$ cat src/rtl/mult_share_arbiter_pkg.sv
// Shared constants, slot state type and the 4x4 array multiplier used by mult_share_arbiter.
// Also holds the parameter helpers used to validate NREQ/IDW at elaboration.
package mult_share_arbiter_pkg;

    localparam int MULT_OPW = 4;
    localparam int MULT_PW  = 8;
    localparam int NREQ_MIN = 2;
    localparam int NREQ_MAX = 8;

    typedef enum logic {
        SLOT_EMPTY = 1'b0,
        SLOT_FULL  = 1'b1
    } slot_state_e;

    // Index width for n requesters, never below one bit.
    function automatic int idw_of(input int n);
        return (n > 1) ? $clog2(n) : 1;
    endfunction

    // Shift-and-add array multiplier: one partial-product row per bit of b.
    function automatic logic [MULT_PW-1:0] mult_array_4x4(
        input logic [MULT_OPW-1:0] a,
        input logic [MULT_OPW-1:0] b
    );
        logic [MULT_PW-1:0] acc;
        acc = '0;
        for (int i = 0; i < MULT_OPW; i++) begin
            if (b[i]) begin
                acc = acc + ({{(MULT_PW-MULT_OPW){1'b0}}, a} << i);
            end
        end
        return acc;
    endfunction

endpackage

$ cat src/rtl/mult_share_arbiter_rr_arbiter.sv
// Round-robin arbiter: the first set request at or after ptr (wrapping) wins.
// Produces a one-hot grant, the winner index and a request-present flag.
module rr_arbiter #(
    parameter int NREQ = 4,
    parameter int IDW  = 2
) (
    input  logic [NREQ-1:0] req,
    input  logic [IDW-1:0]  ptr,
    output logic [NREQ-1:0] grant,
    output logic [IDW-1:0]  idx,
    output logic            any
);

    logic [IDW-1:0] cand;

    // Walk offsets from farthest to nearest so the nearest set request is written last.
    always_comb begin
        grant = '0;
        idx   = '0;
        any   = 1'b0;
        cand  = '0;
        for (int k = NREQ - 1; k >= 0; k--) begin
            cand = IDW'((int'(ptr) + k) % NREQ);
            if (req[cand]) begin
                grant       = '0;
                grant[cand] = 1'b1;
                idx         = cand;
                any         = 1'b1;
            end
        end
    end

endmodule

$ cat src/rtl/mult_share_arbiter.sv
// One 4x4 multiplier shared by NREQ requesters through a round-robin arbiter,
// feeding a single registered result slot. Full throughput: one product per clock.
module mult_share_arbiter
    import mult_share_arbiter_pkg::*;
#(
    parameter int NREQ = 4,
    parameter int IDW  = 2
) (
    input  logic                     clk,
    input  logic                     rst_n,
    input  logic [NREQ-1:0]          req_valid,
    output logic [NREQ-1:0]          req_ready,
    input  logic [MULT_OPW*NREQ-1:0] req_a,
    input  logic [MULT_OPW*NREQ-1:0] req_b,
    output logic                     rsp_valid,
    input  logic                     rsp_ready,
    output logic [MULT_PW-1:0]       rsp_p,
    output logic [IDW-1:0]           rsp_id,
    output slot_state_e              dbg_state,
    output logic [IDW-1:0]           dbg_rr_ptr
);

    if (NREQ < NREQ_MIN || NREQ > NREQ_MAX || IDW != idw_of(NREQ)) begin : g_bad_params
        $error("mult_share_arbiter: NREQ must be 2..8 and IDW must equal clog2(NREQ)");
    end

    // Handshakes: a transfer happens on a rising edge where valid and ready are both high.
    // req_ready only rises for the arbitration winner and only while the slot can take a result.
    slot_state_e         state, state_next;
    logic [IDW-1:0]      rr_ptr, rr_ptr_next;
    logic [NREQ-1:0]     grant;
    logic [IDW-1:0]      win_idx;
    logic                win_any;
    logic                slot_free;
    logic                accept;
    logic [MULT_OPW-1:0] a_win, b_win;
    logic [MULT_PW-1:0]  product;

    rr_arbiter #(.NREQ(NREQ), .IDW(IDW)) u_arb (
        .req   (req_valid),
        .ptr   (rr_ptr),
        .grant (grant),
        .idx   (win_idx),
        .any   (win_any)
    );

    assign rsp_valid  = (state == SLOT_FULL);
    assign slot_free  = ~rsp_valid | rsp_ready;
    assign req_ready  = grant & {NREQ{slot_free}};
    assign accept     = win_any & slot_free;
    assign dbg_state  = state;
    assign dbg_rr_ptr = rr_ptr;

    // Grant is one-hot, so an OR of masked operand fields selects the winner.
    always_comb begin
        a_win = '0;
        b_win = '0;
        for (int i = 0; i < NREQ; i++) begin
            if (grant[i]) begin
                a_win = a_win | req_a[i*MULT_OPW +: MULT_OPW];
                b_win = b_win | req_b[i*MULT_OPW +: MULT_OPW];
            end
        end
    end

    assign product = mult_array_4x4(a_win, b_win);

    always_comb begin
        state_next  = state;
        rr_ptr_next = rr_ptr;
        case (state)
            SLOT_EMPTY: if (accept) state_next = SLOT_FULL;
            SLOT_FULL: begin
                if (accept)         state_next = SLOT_FULL;
                else if (rsp_ready) state_next = SLOT_EMPTY;
            end
            default: state_next = SLOT_EMPTY;
        endcase
        if (accept) begin
            rr_ptr_next = (win_idx == IDW'(NREQ - 1)) ? '0 : win_idx + 1'b1;
        end
    end

    always_ff @(posedge clk or negedge rst_n) begin
        if (!rst_n) begin
            state  <= SLOT_EMPTY;
            rr_ptr <= '0;
        end else begin
            state  <= state_next;
            rr_ptr <= rr_ptr_next;
        end
    end

    // Payload only moves on accept; a plain drain leaves the last result visible.
    always_ff @(posedge clk or negedge rst_n) begin
        if (!rst_n) begin
            rsp_p  <= '0;
            rsp_id <= '0;
        end else if (accept) begin
            rsp_p  <= product;
            rsp_id <= win_idx;
        end
    end

endmodule

$ cat config.mk
export PLATFORM = sky130hd
export DESIGN_NAME = mult_share_arbiter
export DESIGN_NICKNAME = d
export VERILOG_FILES = /design/src/rtl/mult_share_arbiter_pkg.sv /design/src/rtl/mult_share_arbiter_rr_arbiter.sv /design/src/rtl/mult_share_arbiter.sv
export SDC_FILE = /design/constraint.sdc
export NUM_CORES = 1
export LEC_CHECK = 0
export ABC_AREA = 1
export BUFFER_PORTS_ARGS = -buffer_cell sky130_fd_sc_hd__buf_2
export CAP_MARGIN = 20
export CORE_MARGIN = 2
export CORE_UTILIZATION = 30
export CTS_CLUSTER_SIZE = 20
export DETAILED_ROUTE_END_ITERATION = 7
export SYNTH_ARGS = -nofsm -noshare
export SYNTH_HDL_FRONTEND = slang
export SYNTH_SLANG_ARGS = --single-unit
$ cat constraint.sdc
create_clock -name clk -period 9.3 [get_ports clk]
set_input_delay 0.465 -clock clk [delete_from_list [all_inputs] [get_ports clk]]
set_output_delay 0.465 -clock clk [all_outputs]
set_load 0.05 [all_outputs]
### Word level (Yosys, flattened, before mapping)

Index checks and enable logic that the tools add are counted.

| storage, ports and cells | value |
|---|---|
| register bits | 13 |
| latch bits | 0 |
| logic and storage cells | 79 |
| memory bits (writable) | 0 |
| memory bits (read-only) | 0 |
| memories | 0 |
| bits of input ports | 39 |
| output and inout port bits | 18 |

| operators by class | value |
|---|---|
| reduce and logical (&&, ||, !) cells | 4 |
| shifts and indexed selects | 0 |
| div/mod/pow operators | 0 |
| multipliers | 0 |
| equal/unequal tests | 1 |
| order comparisons | 8 |
| multiplexer cells | 45 |
| add/subtract/negate cells | 7 |
| bitwise gates (word level) | 10 |

Operators by type and width:

| kind | count |
|---|---|
| 2-to-1 mux 4 bit | 13 |
| 2-to-1 mux 8 bit | 3 |
| bitwise OR 4 bit | 6 |
| 2-to-1 mux 1 bit | 15 |
| less-than comparator 2 x 3 -> 1 bit (second input constant) | 4 |
| 2-to-1 mux 2 bit | 5 |
| adder 8 x 5 -> 8 bit | 1 |
| adder 8 x 6 -> 8 bit | 1 |
| adder 8 x 7 -> 8 bit | 1 |
| binary-select mux 1 bit (select 2 bit) | 4 |
| demux 1 bit (select 2 bit) | 4 |
| greater-or-equal comparator 2 x 1 -> 1 bit (second input constant) | 4 |
| adder 2 x 1 -> 2 bit (second input constant) | 2 |
| adder 2 bit (second input constant) | 2 |
| AND 4 bit | 1 |
| logical AND 1 bit | 4 |
| equality test 2 bit (second input constant) | 1 |
| one-hot mux 1 bit (2 select lines) | 1 |
| AND 1 bit | 1 |
| inverter 1 bit | 1 |
| bitwise OR 1 bit | 1 |

### Depth between registers and ports, before layout

Gate-level depths: netlist of run 1.

| logic depth | value |
|---|---|
| depth in word-level cells | 23 |
| mapped depth | 37 |
| gate-level depth less buffers | 37 |

### By module

A second synthesis of run 1 with hierarchy kept.

| unflattened totals | value |
|---|---|
| cell total of the unflattened synthesis | 298 |
| area total of the unflattened synthesis | 1940.6 um^2 |

Modules (own cells, without submodules):

| module | seq. area each (um^2) | instances | area an instance (um^2) | cells an instance |
|---|---|---|---|---|
| mult_share_arbiter | 325.3 | 1 | 1437.6 | 212 |
| rr_arbiter | 0.0 | 1 | 503.0 | 86 |

### Worst setup path before layout of run 1

Ideal clock, no wire load.

| path | value |
|---|---|
| path type | register -> register |
| from | register rr_ptr[0], in the netlist dbg_rr_ptr[0] |
| to | register rsp_p[5] |
| period minus slack after synthesis | 4.929 ns |
| data required time | 9.180 ns |
| path buffers | 1 |
| data arrival time | 4.809 ns |
| setup time | 0.120 ns |
| setup slack | 4.371 ns |
| cell stages (with the launch flop) | 29 |
| cells stage by stage | dfrtp_1 -> inv_2 -> ha_1 -> inv_1 -> nand3_2 -> nand2_2 -> buf_6 -> a21oi_2 -> nand3_4 -> nand3_1 -> nand4_2 -> inv_1 -> nor2_1 -> ha_1 -> ha_1 -> nand2_1 -> o21ai_1 -> ha_1 -> inv_1 -> fa_1 -> nand2_1 -> nand2_2 -> inv_1 -> ha_1 -> fa_1 -> xnor2_1 -> a21oi_1 -> o21ai_1 -> nand2_1 |

| on the way | value |
|---|---|
| cells in the longest elaborated chain, start to end | 23 |
| elaborated cells between the ends (all ways) | 61 |
| those cells by class | add/sub: 6; order compare: 8; mux: 36; bitwise: 7; reduce/logical: 4 |

Ends and longest elaborated chain:

| what | line | source |
|---|---|---|
| start, declared | mult_share_arbiter.sv:30 | `logic [IDW-1:0] rr_ptr, rr_ptr_next;` |
| start signal, assigned | mult_share_arbiter.sv:90 | `rr_ptr <= rr_ptr_next;` |
| adder 2 bit | mult_share_arbiter_rr_arbiter.sv:23 | `cand = IDW'((int'(ptr) + k) % NREQ);` |
| less-than comparator 2 x 3 -> 1 bit (not written as such) / greater-or-equal comparator 2 x 1 -> 1 bit (equally long branches) | mult_share_arbiter_rr_arbiter.sv:26 | `grant[cand] = 1'b1;` |
| logical AND 1 bit (not written as such) | mult_share_arbiter_rr_arbiter.sv:26 |  |
| 2-to-1 mux 1 bit (not written as such) | mult_share_arbiter_rr_arbiter.sv:26 |  |
| demux 1 bit (select 2 bit) | - |  |
| 2-to-1 mux 4 bit (4 in series) | mult_share_arbiter_rr_arbiter.sv:24 | `if (req[cand]) begin` |
| 2-to-1 mux 4 bit | mult_share_arbiter.sv:59 | `if (grant[i]) begin` |
| bitwise OR 4 bit, on equally long branches | mult_share_arbiter.sv:60, mult_share_arbiter.sv:61 |  |
| (+4 left out) | - |  |
| 2-to-1 mux 4 bit | mult_share_arbiter.sv:59 |  |
| 2-to-1 mux 4 bit | mult_share_arbiter_pkg.sv:28 | `if (b[i]) begin` |
| adder 8 x 5 -> 8 bit | mult_share_arbiter_pkg.sv:29 | `acc = acc + ({{(MULT_PW-MULT_OPW){1'b0}}, a} << i);` |
| 2-to-1 mux 8 bit | mult_share_arbiter_pkg.sv:28 |  |
| adder 8 x 6 -> 8 bit | mult_share_arbiter_pkg.sv:29 |  |
| 2-to-1 mux 8 bit | mult_share_arbiter_pkg.sv:28 |  |
| adder 8 x 7 -> 8 bit | mult_share_arbiter_pkg.sv:29 |  |
| 2-to-1 mux 8 bit | mult_share_arbiter_pkg.sv:28 |  |
| end signal, assigned | mult_share_arbiter.sv:100 | `rsp_p <= product;` |
| end, declared | mult_share_arbiter.sv:17 | `output logic [MULT_PW-1:0] rsp_p,` |

Parallel ways exist; a longest one is shown, timed or not. The select of a mux whose other input is x is not followed.
A chain may end at the register's enable or synchronous reset.

### Final worst setup path of run 1

Same ends and word-level chain as after synthesis.

==> qor.txt, run 1 <==
Post-CTS Hold Fix Bufs: 0
Crit path max fanout: 12
Clock sinks: 13
Post-synthesis cell type count: 33
Final setup fails: 0
Placer Congestion: 0.870
CTS Buf Count: 3
Final wirelength: 4.78 mm
Crit path largest cell delay: 0.57 ns
Crit Path Class: reg2reg
Setup crit start kind: register
Core Region: 0.00589 mm²
Top-level I/O count: 57
Antenna diodes: 0
Vias in the first global route: 1,788
Crit share post-route: 56.4%
GRT Util Overall: 15.1%
Final #Nets: 385
Initial Utilization: 31.0%
Flops & latches, synth: 13
Reg2Reg Launch Point: dbg_rr_ptr[0]
MaxCap Viol Count: 0
Slew margin rel.: 45.4%
CTS tree: built
Final slew viol count: 0
# DRC: 0
Status: finished, final reports clean
Commonest non-fill, non-tap cells in the layout: nand2_1, buf_2, inv_1
Vias/cell: 4.67
DP HPWL: 4.05 mm
Critical path endpoint: rsp_p[5]
Die span in y: 82.0 µm
Die Width: 82.0 µm
Initial antenna violation count: 0
Critical Path RT: 9.43 ns
Clock transition at path regs: 0.06 ns
Pre-antenna DRT Iters: 5
R2r endpoint: rsp_p[5]
Combined area of the multi-input logic cells: 0.00134 mm²
Hold Violations, Final: 0
FP Rows: 28
Final min period: 5.25 ns
Crit path launch: dbg_rr_ptr[0]
Slowest CP cell: dfrtp_1
Syn-to-layout area delta: 21.2%
Mapped cell area: 0.00182 mm²
Post-CTS sizing: 0
First-pass GRT wire length: 8.05 mm
Syn nets: 329
YS warnings: 0
RSZ-0062 raised after global routing: false
Final non-filler cell total: 399
Root Driver: clkbuf_8
Reg2reg setup slack: 4.05 ns
IO Port Bufs: 56
Worst skew pair latency: 0.25 ns
DR vias: 1,863
Syn Area/Cell: 6.78 µm²
Synth Instances: 269
Depth of the most critical reg-to-reg path: 30
Arrival @ worst endpoint: 5.38 ns
Worst Setup End Kind: register
Setup bufs post-CTS: 0
Slew @ Worst Pin: 0.819 ns
Die footprint: 0.00672 mm²
Commonest non-fill, non-tap cell in the layout: nand2_1
Inst Count DP: 395
Routed Antenna Nets: 0
Share of layout cells above drive strength 1: 30.2%
Violation count after the first detailed-route iteration: 86
Fin Setup TNS: 0 ns
Post-synthesis sequential area ratio: 17.8%
Clk buf depth: 2
FF/Latch Area: 325 µm²
H-tree Lvls: 1
Hold Crit Class: in2async
Pin count of the biggest net entering global routing: 15
Post-route clock skew: 0.00329 ns
Total gr overflow: 0
Max Freq: 0.190 GHz
WL/cell: 12.0 µm
Fillers: 655
## metal layers
| metal | track usage, % | share of wire (%) | vias up |
|---|---|---|---|
| li1 | - | - | 987 |
| met1 | 20.9 | 48 | 826 |
| met2 | 24.7 | 46 | 45 |
| met3 | 1.87 | 4.8 | 5 |
| met4 | 3.50 | 0.82 | 0 |
| met5 | 0 | 0 | - |
## state kept, by name (all words and copies together) (netlist names)
register,cells
rsp_id,2
dbg_rr_ptr,2
dbg_state,1
rsp_p,8
## worst max-delay path: cells and delay by family (launching register included)
kind	cells	cell delay, ns
fa+ha+maj	7	2.13
simple gates	13	1.28
buf+inv	6	0.68
flops	1	0.57
compound gates	3	0.28
xor+xnor	1	0.16
## Yosys cell counts
cell | number | area (µm²)
nand4_2 | 1 | 12.5
o21a_1 | 2 | 15.0
nor2_4 | 3 | 33.8
dfrtp_1 | 13 | 325
o21ai_2 | 1 | 8.76
nand4_1 | 2 | 12.5
buf_6 | 1 | 11.3
a32o_1 | 4 | 40.0
nand2_1 | 73 | 274
o31ai_1 | 1 | 7.51
clkbuf_1 | 2 | 7.51
o211ai_1 | 1 | 7.51
nand2_4 | 4 | 45.0
ha_1 | 19 | 238
fa_1 | 2 | 40.0
buf_4 | 2 | 15.0
a22o_1 | 2 | 17.5
nand3_2 | 8 | 80.1
inv_2 | 3 | 11.3
o21ai_0 | 11 | 55.1
xnor2_1 | 4 | 35.0
inv_1 | 31 | 116
or2_1 | 1 | 6.26
nand3b_1 | 1 | 7.51
nor2_2 | 3 | 18.8
a21oi_1 | 14 | 70.1
a21oi_2 | 1 | 8.76
nand2_2 | 13 | 81.3
o21ai_1 | 3 | 15.0
nor2_1 | 20 | 75.1
xor2_1 | 1 | 8.76
nand3_1 | 21 | 105
nand3_4 | 1 | 17.5
## cell families after synthesis
logic type	count (synthesis)	synth area share [%]
AOI/OAI and AO/OA	40	13.5
DFF	13	17.8
buffers and inverters	39	8.85
and+or+nand+nor	151	42.2
xor gates and xnor gates	5	2.40
adders and majority gates	21	15.2
## final cells by class
type / count / area share [%]
Inverter: 34 / 5.78
Sequential cell: 13 / 14.7
Timing Repair Buffer: 56 / 12.7
Tap cell: 75 / 4.25
Clock buffer: 3 / 1.87
Clock inverter: 1 / 0.227
Multi-Input combinational cell: 217 / 60.5
## metrics by stage
step | utilization (%) | instance area, µm² | setup slack [ns] | hold WS (ns)
5_1_grt | 37.5 | 2210 | 3.57 | 0.102
3_3_place_gp | 36.8 | 2160 | 4.25 | 0.364
3_5_place_dp | 36.8 | 2160 | 4.12 | 0.368
4_1_cts | 37.5 | 2210 | 4.06 | 0.0994
6_report | 37.5 | 2210 | 4.05 | 0.0938
2_1_floorplan | - | 1820 | 4.37 | 0.169
## worst min path at each step
stage / endpoint / cells past startpoint
after global placement: rsp_p[4] / 1
after detailed placement: rsp_p[4] / 1
final: rsp_p[0] / 1
after CTS: rsp_p[4] / 1
after global routing: rsp_p[4] / 1
after floorplan: dbg_rr_ptr[0] / 0
Power of run 1 is not shown: default switching activity piles up to over one toggle a cycle in this logic, so the estimate is an artifact.
==> run 2, diff against run 1 <==
--- a/config.mk
+++ b/config.mk
@@ -5,7 +5,7 @@
 export SDC_FILE = /design/constraint.sdc
 export NUM_CORES = 1
 export LEC_CHECK = 0
-export ABC_AREA = 1
+export ABC_AREA = 0
 export BUFFER_PORTS_ARGS = -buffer_cell sky130_fd_sc_hd__buf_2
 export CAP_MARGIN = 20
 export CORE_MARGIN = 2
==> constraint.sdc (replaced) <==
create_clock -name clk -period 4.25 [get_ports clk]
set_input_delay 0.2125 -clock clk [delete_from_list [all_inputs] [get_ports clk]]
set_output_delay 0.2125 -clock clk [all_outputs]
set_load 0.05 [all_outputs]
==> run 2 against run 1 <==
  * The flow now finishes with violations (setup timing)
  * Synthesized cell count is 6.7% lower
  * Setup slack got worse by 5.0 ns
  * Area after synthesis increased by 16%
  * Maximum frequency increased by 1.7%
  * First-iteration DRC count is 83% higher
  * Critical endpoint is now rsp_p[6]
==> qor.txt, run 2 <==
R2r endpoint: rsp_p[6]
Ranking of synthesized cells by area: dfrtp_1, ha_1, nand2_1
Place WS: -1.06 ns (-5.17 ns)
Total gr overflow: 0 (unchanged)
Placer Congestion: 0.951 (+9.3%)
Depth of the most critical reg-to-reg path: 26 (-13%)
Final setup fails: 5 (+5)
Initial antenna violation count: 0 (unchanged)
Cell taking the most area after synthesis: dfrtp_1
Reg2reg setup slack: -0.91 ns (-4.96 ns)
Max Freq: 0.194 GHz (+1.7%)
Commonest non-fill, non-tap cells in the layout: buf_4, buf_2, nand2_1
Worst Setup End Kind: register
Post-synth EDFFs: 0 (unchanged)
Final slew viol count: 0 (unchanged)
Syn Area/Cell: 8.40 µm² (+24%)
WL/cell: 14.8 µm (+23%)
Antenna diodes: 0 (unchanged)
H-tree Lvls: 1 (unchanged)
Core Region: 0.00679 mm² (+15%)
Reg2Reg Launch Point: dbg_rr_ptr[0]
Flops & latches, synth: 13 (unchanged)
Final wirelength: 7.11 mm (+49%)
Clock sinks: 13 (unchanged)
Hold Crit Start: rsp_ready
WHS: 0.352 ns (+0.258 ns)
Hold Path End: dbg_state
Worst skew pair latency: 0.24 ns (about the same)
Post-route clock skew: 0.00242 ns (-0.000870 ns)
Status: finished with violations
Final min period: 5.16 ns (-0.0861 ns)
CTS Buf Count: 3 (unchanged)
First-pass GRT wire length: 11.3 mm (+41%)
CTS tree: built
Crit Path Class: reg2reg
Die Width: 87.9 µm (+7.2%)
Arrival @ worst endpoint: 5.28 ns (-0.10 ns)
Crit path max fanout: 5 (-7)
Share of the synthesized area in the top cell type: 15.4% (-2.4 points)
Dominant synthesized flop cell: dfrtp_1
Vias in the first global route: 2,339 (+31%)
Syn nets: 311 (-5.5%)
Post-synth top cells: nand2_1, a21oi_1, ha_1
Max reg flops: 8 (unchanged)
Hold Crit Class: in2reg
Inst Count DP: 451 (+14%)
Fraction of registers with async set/reset: 100% (unchanged)
Pin count of the biggest net entering global routing: 25 (+10)
Die span in y: 87.9 µm (+7.2%)
FP Rows: 30 (+7.1%)
Hold Violations, Final: 0 (unchanged)
Post-synthesis cell type count: 53 (+61%)
GRT Util Overall: 18.5% (+3.4 points)
Top-level I/O count: 57 (unchanged)
DR vias: 2,465 (+32%)
Share of layout cells above drive strength 1: 53.2% (+23 points)
Initial Utilization: 31.0% (+0.076 points)
Min-Delay Path Depth: 3
Setup crit start kind: register
Slew margin rel.: 58.6% (+13 points)
Clock transition at path regs: 0.05 ns (about the same)
Slew @ Worst Pin: 0.619 ns (-0.200 ns)
Routed Antenna Nets: 0 (unchanged)
Pre-antenna DRT Iters: 4 (-1)
Post-synthesis sequential area ratio: 15.4% (-2.4 points)
Final #Nets: 446 (+16%)
Root Driver: clkbuf_8
MaxCap Viol Count: 0 (unchanged)
Vias/cell: 5.12 (+9.8%)
Clk buf depth: 2 (unchanged)
Commonest non-fill, non-tap cell in the layout: buf_4
Failing checks: setup timing
DP HPWL: 5.41 mm (+34%)
IO Port Bufs: 56 (unchanged)
Mapped cell area: 0.00211 mm² (+16%)
Top reg by flops: rsp_p
Final non-filler cell total: 481 (+21%)
Violation count after the first detailed-route iteration: 157 (+83%)
YS warnings: 0 (unchanged)
Die footprint: 0.00772 mm² (+15%)
Synth Instances: 251 (-6.7%)
RSZ-0062 raised after global routing: true
Most frequent cell after synthesis: nand2_1
Crit share post-route: 121% (+65 points)
Critical Path RT: 4.36 ns (-5.07 ns)
Setup slack after layout: -0.914 ns (-4.96 ns)
Syn-to-layout area delta: 61.2%
# DRC: 0 (unchanged)
==> run 2: cells by family after synthesis <==
group	synth area share, %
compound gates	29.0
xor+xnor	3.32
fa+ha+maj	13.2
buf+inv	5.81
flops	15.4
mux	12.3
simple gates	20.9
==> run 2: worst max-delay path by stage <==
stage,start,end,cells after the start
after floorplan,dbg_rr_ptr[0],rsp_p[6],25
after global placement,dbg_rr_ptr[1],rsp_p[5],23
after detailed placement,dbg_rr_ptr[0],rsp_p[7],23
after CTS,dbg_rr_ptr[1],rsp_p[6],25
after global routing,dbg_rr_ptr[0],rsp_p[6],28
final,dbg_rr_ptr[0],rsp_p[6],26
==> run 2: repair_timing <==
action	in CTS	in global routing
pin swaps	25	20
endpoints found under the setup margin	5	5
resized for setup	33	20
endpoints found under the hold margin	13	0
setup buffers	15	9
cloned	1	0
hold buffers	1	0
==> run 2: worst max-delay path, stage by stage, from the launching register on <==
cell and delay [ns]:
dfrtp_2 0.37, inv_2 0.06, ha_4 0.31, mux4_2 0.61, buf_6 0.16, a2111oi_4 0.26
buf_4 0.20, buf_4 0.13, o21ai_4 0.08, a22oi_2 0.18, a31oi_2 0.13, ha_1 0.33
buf_4 0.16, a311o_1 0.29, xnor2_1 0.14, nor2_1 0.06, ha_1 0.36, a21oi_2 0.19
xnor2_2 0.13, nand2_1 0.08, nand2_2 0.08, ha_1 0.24, nand3_1 0.09, nand2_1 0.06
xor2_1 0.14, mux2i_1 0.14, o21ai_1 0.07
==> run 2: cell type report <==
class                   count  area, µm²
fillers                   661       3390
multi-input cells         213       1900
repair buffers            142        955
flip-flops and latches     13        328
well taps                  96        120
inverters                  13       48.8
clock buffers               4       45.0
==> run 2: layer usage <==
layer	GRT usage [%]	vias up	routed length (µm)
met4	6.15	0	149
li1	-	1210	-
met5	0	-	0
met2	30.5	87	3280
met1	25.7	1154	3290
met3	1.23	14	393
==> run 2: stage by stage <==
| step | utilization [%] | cell area [µm²] | setup TNS, ns |
|---|---|---|---|
| floorplan | - | 2160 | -5.61 |
| global placement | 43.2 | 2940 | -4.27 |
| detailed placement | 43.2 | 2940 | -4.70 |
| CTS | 47.9 | 3260 | -3.82 |
| global route | 50.0 | 3400 | -5.31 |
| finish | 50.0 | 3400 | -4.06 |
Power of run 2 is left out for the same reason.
==> run 3, diff against run 2 <==
==> constraint.sdc (replaced) <==
create_clock -name clk -period 4.25 [get_ports clk]
set_input_delay 0.2125 -clock clk [delete_from_list [all_inputs] [get_ports clk]]
set_output_delay 0.2125 -clock clk [all_outputs]
set_load 0.02 [all_outputs]
==> run 3 against run 2 <==
  * The run still ends with setup timing left
  * Count of clock-buffer cells in the layout shrank 1
  * Worst hold slack lost 0.046 ns
  * Utilization grew 0.13 points
  * Non-clock buffer count grew 1
  * Critical path depth grew 3
  * Critical path type unchanged
  * Largest cell class unchanged
  * Highest routed layer unchanged
==> qor.txt, run 3 (synthesized netlist as in run 2, its figures left out) <==
Core Region: 0.00679 mm² (unchanged)
Arrival @ worst endpoint: 5.44 ns (+0.16 ns)
Final #Nets: 446 (unchanged)
Post-route clock skew: 0.00458 ns (+0.00216 ns)
Max Freq: 0.188 GHz (-3.0%)
GRT Util Overall: 18.5% (-0.048 points)
Status: finished with violations
Syn-to-layout area delta: 61.6%
# DRC: 0 (unchanged)
Clk buf depth: 2 (unchanged)
Hold Violations, Final: 0 (unchanged)
Setup crit start kind: register
Slew margin rel.: 58.3% (-0.25 points)
Crit share post-route: 125% (+3.8 points)
Final setup fails: 5 (unchanged)
FP Rows: 30 (unchanged)
R2r endpoint: rsp_p[6]
Crit path depth: 29 (+12%)
Placer Congestion: 0.950 (-0.16%)
Top reg by flops: rsp_p
Violation count after the first detailed-route iteration: 113 (-28%)
Slowest CP cell: mux4_2
Top-level I/O count: 57 (unchanged)
Crit path max fanout: 4 (-1)
Crit path largest cell delay: 0.58 ns (-0.03 ns)
Top delay family on crit path: compound AO/OA/AOI/OAI gates
Final wirelength: 7.29 mm (+2.5%)
First-pass GRT wire length: 11.2 mm (-0.91%)
Fin area: 0.00341 mm² (+0.26%)
Routed Antenna Nets: 0 (unchanged)
Inst Count DP: 452 (+0.22%)
Reg2reg setup slack: -1.07 ns (-0.16 ns)
Reg2Reg Launch Point: dbg_rr_ptr[1]
Initial antenna violation count: 0 (unchanged)
Slew @ Worst Pin: 0.623 ns (+0.00368 ns)
Die span in y: 87.9 µm (unchanged)
Depth of the most critical reg-to-reg path: 29 (+12%)
Max reg flops: 8 (unchanged)
Die Width: 87.9 µm (unchanged)
Vias in the first global route: 2,241 (-4.2%)
Vias/cell: 5.00 (-2.4%)
Crit path top cell by count: a21oi_2
Root Driver: clkbuf_8
Total gr overflow: 0 (unchanged)
Clock sinks: 13 (unchanged)
Critical path endpoint: rsp_p[6]
MaxCap Viol Count: 0 (unchanged)
DR vias: 2,407 (-2.4%)
Die footprint: 0.00772 mm² (unchanged)
Initial Utilization: 31.0% (unchanged)
Critical Path RT: 4.37 ns (about the same)
Worst Setup End Kind: register
DP HPWL: 5.40 mm (-0.33%)
Worst skew pair latency: 0.24 ns (about the same)
Setup slack after layout: -1.07 ns (-0.160 ns)
Commonest non-fill, non-tap cells in the layout: buf_4, buf_2, nand2_1
Util after Layout: 50.2% (+0.13 points)
Antenna diodes: 0 (unchanged)
H-tree Lvls: 1 (unchanged)
IO Port Bufs: 56 (unchanged)
Crit path launch: dbg_rr_ptr[1]
Pre-antenna DRT Iters: 5 (+1)
Crit Path Class: reg2reg
Hold Crit Class: in2reg
Placed Area: 0.00296 mm² (+0.68%)
CP Buf/Inv Count: 6 (+1)
Commonest non-fill, non-tap cell in the layout: buf_4
Failing checks: setup timing
WL/cell: 15.2 µm (+2.5%)
Share of layout cells above drive strength 1: 53.5% (+0.26 points)
Pin count of the biggest net entering global routing: 24 (-4.0%)
RSZ-0062 raised after global routing: true
Final slew viol count: 0 (unchanged)
CTS tree: built
Final min period: 5.32 ns (+0.160 ns)
CTS Buf Count: 3 (unchanged)
Final non-filler cell total: 481 (unchanged)
Clock transition at path regs: 0.06 ns (about the same)
[run 3: layer usage]
metal | share of wire [%] | vias to the layer above | GRT usage (%)
li1 | - | 1200 | -
met1 | 46 | 1142 | 25.8
met2 | 49 | 61 | 31.5
met3 | 4.4 | 4 | 1.23
met4 | 0.45 | 0 | 3.64
met5 | 0 | - | 0
[run 3: worst min path at each step]
stage	startpoint	to	slack (ns)	cells after the start
final	rsp_ready	dbg_state	0.31	3
after detailed placement	rst_n	rsp_id[1]	0.12	1
after global routing	rsp_ready	dbg_state	0.32	3
after CTS	rsp_ready	dbg_state	0.30	3
after floorplan	rst_n	dbg_rr_ptr[0]	-0.08	0
after global placement	rst_n	rsp_id[0]	0.12	1
[run 3: cell type report]
cell class              instances  area (µm²)
fillers                       640        3390
repair buffers                143         968
multi-input cells             212        1900
clock buffers                   3        41.3
inverters                      13        48.8
clock inverters                 1        5.00
flip-flops and latches         13         328
well taps                      96         120
[run 3: worst register-to-register path, delay by kind of cell (launching register included)]
kind / cells / cell delay (ns)
AO/OA/AOI/OAI: 8 / 1.42
adder cells (fa/ha/maj): 4 / 0.94
buffers and inverters: 6 / 0.76
multiplexers: 2 / 0.73
XOR/XNOR: 4 / 0.62
flip-flops: 1 / 0.36
AND/OR/NAND/NOR: 5 / 0.34
[run 3: timing repair]
action / 4_1_cts / 5_1_grt
hold endpoints to repair: 13 / 0
hold buffers: 1 / 0
endpoints found under the setup margin: 5 / 5
pin swaps: 21 / 15
resized for setup: 29 / 17
buffers inserted: 17 / 7
[run 3: metrics by stage]
step | worst slack [ns] | setup TNS [ns] | hold slack [ns]
6_report | -1.07 | -4.75 | 0.306
5_1_grt | -1.32 | -5.92 | 0.316
4_1_cts | -0.963 | -4.25 | 0.302
3_5_place_dp | -1.11 | -4.95 | 0.116
3_3_place_gp | -1.02 | -4.59 | 0.116
2_1_floorplan | -1.17 | -5.00 | -0.0831
Power of run 3 is left out for the same reason.
